`config.mk`:
```
export PLATFORM = sky130hd
export DESIGN_NAME = background_scroller
export DESIGN_NICKNAME = d
export VERILOG_FILES = /design/src/rtl/background_scroller.sv
export SDC_FILE = /design/constraint.sdc
export NUM_CORES = 1
export LEC_CHECK = 0
export ABC_AREA = 1
export BUFFER_PORTS_ARGS = -buffer_cell sky130_fd_sc_hd__buf_2
export CORE_ASPECT_RATIO = 0.9
export CORE_UTILIZATION = 38
export DETAILED_ROUTE_END_ITERATION = 8
export PLACE_DENSITY = 0.74
export SLEW_MARGIN = 10
export SYNTH_ARGS = -nofsm -noshare
export SYNTH_HDL_FRONTEND = slang
export SYNTH_SLANG_ARGS = --single-unit
```
`constraint.sdc`:
```
create_clock -name Clk -period 1.8 [get_ports Clk]
set_clock_uncertainty 0.1 [all_clocks]
set_input_delay 0.27 -clock Clk [delete_from_list [all_inputs] [get_ports Clk]]
set_output_delay 0.27 -clock Clk [all_outputs]
set_load 0.005 [all_outputs]
```
`src/rtl/background_scroller.sv`:
```
// background_scroller
// Address generation and pixel fetch for the scrolling background layer.
// For each pixel, the draw coordinate plus the frame scroll offset becomes a
// background ROM address. The colour index that the ROM returns is then
// registered out to the palette stage.
// Latency from DrawX/DrawY/blank_n to index is a fixed 3 cycles:
//   stage 1 registers rom_addr and the force-blank flag,
//   stage 2 is the synchronous ROM read, with the force flag delayed alongside it,
//   stage 3 registers index.
// The scroll state machine has three states (IDLE, RUN, FREEZE). Its state is
// exposed directly on the state output.
module background_scroller #(
  parameter int BG_W_LOG2 = 8,
  parameter int BG_H      = 240,
  parameter int SHIFT     = 1,
  parameter int ADDR_W    = 16,
  parameter int BLANK_IDX = 6
) (
  input  logic                       Clk,
  input  logic                       Reset_n,
  input  logic [9:0]                 DrawX,
  input  logic [9:0]                 DrawY,
  input  logic                       blank_n,
  input  logic                       frame_start,
  input  logic                       start,
  input  logic                       pause,
  input  logic                       restart,
  input  logic [3:0]                 speed,
  output logic [ADDR_W-1:0]          rom_addr,
  input  logic [3:0]                 rom_q,
  output logic [3:0]                 index,
  output logic [BG_W_LOG2+SHIFT-1:0] scroll_x,
  output logic [1:0]                 state
);

  // Scroll offset width in screen pixels. The wrap modulus is 2^SW.
  localparam int SW      = BG_W_LOG2 + SHIFT;
  // Width of the full row/column concatenation before truncation to ADDR_W.
  localparam int AFULL_W = 10 + BG_W_LOG2;

  localparam logic [1:0] ST_IDLE   = 2'b00;
  localparam logic [1:0] ST_RUN    = 2'b01;
  localparam logic [1:0] ST_FREEZE = 2'b10;

  localparam logic [3:0] LP_BLANK = 4'(BLANK_IDX);
  localparam logic [9:0] LP_BG_H  = 10'(BG_H);

  logic [1:0]           r_state;
  logic [1:0]           w_state_nxt;
  logic [SW-1:0]        r_scroll;
  logic [ADDR_W-1:0]    r_rom_addr;
  logic                 r_force1;
  logic                 r_force2;
  logic [3:0]           r_index;

  logic [10:0]          w_sum;
  logic [SW-1:0]        w_sx;
  logic [BG_W_LOG2-1:0] w_u;
  logic [9:0]           w_v;
  logic [AFULL_W-1:0]   w_addr_full;
  logic                 w_force;
  logic                 w_advance;

  // Next scroll state.
  // Priority is restart, then pause, then start. A pause in IDLE or FREEZE
  // has nothing to do, but it still suppresses a coincident start.
  always_comb begin
    w_state_nxt = r_state;
    if (restart) begin
      w_state_nxt = ST_IDLE;
    end else if (pause) begin
      if (r_state == ST_RUN) w_state_nxt = ST_FREEZE;
    end else if (start) begin
      if (r_state == ST_IDLE || r_state == ST_FREEZE) w_state_nxt = ST_RUN;
    end
  end

  // Scroll advances once per frame, and only while running.
  // A pause on the frame_start cycle cancels that frame's step.
  assign w_advance = frame_start && (r_state == ST_RUN) && !pause;

  // Register the state and the scroll offset. restart clears the offset and
  // overrides a coincident frame_start.
  always_ff @(posedge Clk or negedge Reset_n) begin
    if (!Reset_n) begin
      r_state  <= ST_IDLE;
      r_scroll <= '0;
    end else begin
      r_state <= w_state_nxt;
      if (restart)        r_scroll <= '0;
      else if (w_advance) r_scroll <= r_scroll + {{(SW-4){1'b0}}, speed};
    end
  end

  // Stage 1 address math.
  // The sum is formed at 11 bits so no carry is lost. The wrap to 2^SW is
  // then a truncation.
  assign w_sum       = {1'b0, DrawX} + {{(11-SW){1'b0}}, r_scroll};
  assign w_sx        = w_sum[SW-1:0];
  assign w_u         = w_sx[SW-1:SHIFT];
  assign w_v         = DrawY >> SHIFT;
  assign w_addr_full = {w_v, w_u};
  assign w_force     = (w_v >= LP_BG_H) || !blank_n;

  // Stage 1: register the ROM address and the force-blank flag.
  // Forced pixels fetch address 0 so the ROM port sees a quiet address.
  always_ff @(posedge Clk or negedge Reset_n) begin
    if (!Reset_n) begin
      r_rom_addr <= '0;
      r_force1   <= 1'b0;
    end else begin
      r_rom_addr <= w_force ? '0 : w_addr_full[ADDR_W-1:0];
      r_force1   <= w_force;
    end
  end

  // Stage 2 delays the force flag to line up with the ROM data. Stage 3
  // then selects between the ROM data and the blank index.
  always_ff @(posedge Clk or negedge Reset_n) begin
    if (!Reset_n) begin
      r_force2 <= 1'b0;
      r_index  <= LP_BLANK;
    end else begin
      r_force2 <= r_force1;
      r_index  <= r_force2 ? LP_BLANK : rom_q;
    end
  end

  assign rom_addr = r_rom_addr;
  assign index    = r_index;
  assign scroll_x = r_scroll;
  assign state    = r_state;

endmodule
```
==> flow_metrics.env <==
export IMPL_outcome="complete, no violations"
export IMPL_rsz0062_at_grt="no"
export IMPL_grt_pass1_wl_mm=6.272
export IMPL_yosysTopAreaCell="dfrtp_1"
export IMPL_peakVddDrop_v=0.0004687
export IMPL_hold_class="primary input to register"
export IMPL_worst_setup_path_start_kind="register"
export IMPL_synthCells=220
export IMPL_min_period_over_period=0.9310
export IMPL_yosys_top_cells_count="nand2_1 (47), inv_1 (39), dfrtp_1 (31)"
export IMPL_multi_input_area_um2=788.3
export IMPL_cts_tree="yes"
export IMPL_cts_inserted_buffers=5
export IMPL_criticalPathCategory="register to register"
export IMPL_power_leakage_nw=1.367
export IMPL_nFillCells=424
export IMPL_fmax_ghz=0.5967
export IMPL_clkSinkCount=33
export IMPL_synth_area_mm2=0.001779
export IMPL_htreeDepth=2
export IMPL_place_congestion=0.8082
export IMPL_setup_viol=0
export IMPL_cp_required_ns=1.91
export IMPL_antenna_found_initial=0
export IMPL_place_inst=347
export IMPL_die_h_um=66.92
export IMPL_synth_top_area_frac=0.4360
export IMPL_drt_iter0_markers=80
export IMPL_period_minus_slack_ns=1.676
export IMPL_tightestPinTransition_ns=0.4176
export IMPL_cts_root_buf="clkbuf_8"
export IMPL_layoutNonFillerInstCount=356
export IMPL_io_pins=66
export IMPL_yosys_top_cells_area="dfrtp_1 (44%), nand2_1 (9.9%), inv_1 (8.2%), ha_1 (7.7%), nand3_1 (5.3%)"
export IMPL_final_hold_violation_count=0
export IMPL_synth_cell_types=24
export IMPL_endpoint_kind="register"
export IMPL_via_per_inst=4.531
export IMPL_post_cts_buffers=0
export IMPL_timing_slew_headroom=0.7216
export IMPL_drive_above_1_share=0.3061
export IMPL_vias=1613
export IMPL_area_growth_pct=31.43
export IMPL_clock_latency_ns=0.29
export IMPL_portBuffers=63
export IMPL_power_density_mw_per_mm2=777.9
export IMPL_crit_arrival_ns=1.78
export IMPL_grt_use_total=0.1704
export IMPL_yosysMostFrequentCell="nand2_1"
export IMPL_yosysSeqAreaShare=0.4655
export IMPL_yosys_most_used_dff="dfrtp_1"
export IMPL_path_clk_slew_ns=0.07
export IMPL_power_w=0.001819
export IMPL_yosysWarningCount=0
export IMPL_grt_pass1_vias=1463
export IMPL_hpwl_mm=2.875
export IMPL_synth_edf_count=0
export IMPL_grt_overflow=0
export IMPL_cap_violations=0
export IMPL_critPathMaxFanout=4
export IMPL_die_w_um=74.13
export IMPL_start_util=0.3989
export IMPL_first_pass_iters=4
export IMPL_postSynthAreaPerCell_um2=8.087
export IMPL_rows=23
export IMPL_drc=0
export IMPL_seqCellArea_um2=828.3
export IMPL_wl_per_cell_um=10.48
export IMPL_setup_tns_ns=0
export IMPL_core_region_area_mm2=0.004461
export IMPL_nNetsFinal=341
export IMPL_final_max_slew_viol_count=0
export IMPL_drtAntennaViolNets=0
export IMPL_synth_async_reset_ratio=1.000
export IMPL_dieArea_mm2=0.004960
export IMPL_clockBufferDepth=2
export IMPL_routed_wl_mm=3.731
export IMPL_insertedDiodeCount=0
export IMPL_synthesis_nets=268
export IMPL_synth_seq_cells=33
export IMPL_grt_start_max_net_pins=34
[per-stage QoR]
step                      utilization  worst slack, ns  area [µm²]  hold slack, ns
after global routing           0.5243         0.004329        2338         0.05931
after CTS                      0.5231          0.07978        2333         0.06044
final                          0.5243           0.1242        2338         0.06794
after global placement         0.4909           0.1153        2190          0.2194
after detailed placement       0.4909          0.09881        2190          0.2263
after floorplan                     -           0.1886        1779         -0.1256
[cells by family after synthesis]
kind of cell | Yosys count | share of synthesized area
flip-flops | 33 | 0.4655
buffers and inverters | 43 | 0.09423
XOR/XNOR | 2 | 0.009847
adder cells (fa/ha/maj) | 13 | 0.09986
AND/OR/NAND/NOR | 100 | 0.2419
AO/OA/AOI/OAI | 29 | 0.08861
[state kept, by name, summed over array words and instances (netlist names)]
name      cells
state         2
scroll_x      9
r_force1      1
index         4
rom_addr     16
r_force2      1
[repair_timing]
action	in CTS	in global routing
hold endpoints to repair	31	0
hold buffers	1	0
endpoints found under the setup margin	0	3
resized for setup	0	2
[cells in the final DEF, fill, tap and decap left out, types with 2 or more instances in the layout]
cell type,synthesis,final
nand2_2,1,2
inv_1,39,39
dfrtp_1,31,31
inv_2,2,2
nand3_1,19,19
nor2_1,25,25
buf_2,1,63
xnor2_1,2,2
o21ai_0,8,8
nor2_2,2,2
fa_1,2,2
a21oi_1,18,18
dfstp_2,2,2
bufinv_16,0,2
buf_4,0,3
clkbuf_8,0,5
or2_2,2,2
nand2_1,47,46
ha_1,11,10
[worst max-delay path: stages, from the launching register on]
cell	delay [ns]
dfrtp_1	0.42
ha_2	0.21
fa_1	0.40
nand3_1	0.11
nand2_1	0.09
nand2_2	0.09
nor2_1	0.04
nor3_1	0.14
[cell type report]
| class | count | area share |
|---|---|---|
| Clock buffer | 5 | 0.02943 |
| Clock inverter | 3 | 0.02782 |
| Inverter | 42 | 0.06956 |
| Multi-Input combinational cell | 144 | 0.3371 |
| Sequential cell | 33 | 0.3542 |
| Tap cell | 62 | 0.03317 |
| Timing Repair Buffer | 67 | 0.1487 |
[per-layer routing]
layer	vias up	part of all wire	track usage
li1	840	-	-
met1	725	0.45	0.2006
met2	40	0.47	0.2773
met3	8	0.055	0.05144
met4	0	0.024	0.08894
met5	-	0	0
[final timing paths]
| check | slack [ns] | depth (start not counted) | from | endpoint |
|---|---|---|---|---|
| min in group asynchronous | 0.44 | 3 | Reset_n | rom_addr[1] |
| hold reg to reg | 0.26 | 0 | r_force1 | r_force2 |
| hold / removal | 0.07 | 2 | rom_q[1] | index[1] |
| setup / recovery | 0.12 | 7 | scroll_x[0] | scroll_x[4] |
| max in group asynchronous | 0.83 | 3 | Reset_n | index[2] |
| setup reg to reg | 0.12 | 7 | scroll_x[0] | scroll_x[4] |
[where the power goes]
part / total [W] / internal, W / switching (W) / leakage, nW
sequential: 0.000783 / 0.000770 / 0.0000130 / 0.436
clock: 0.000828 / 0.000550 / 0.000279 / 0.0681
combinational: 0.000208 / 0.0000894 / 0.000118 / 0.863
Note: power is estimated with default switching activity, not from simulation.
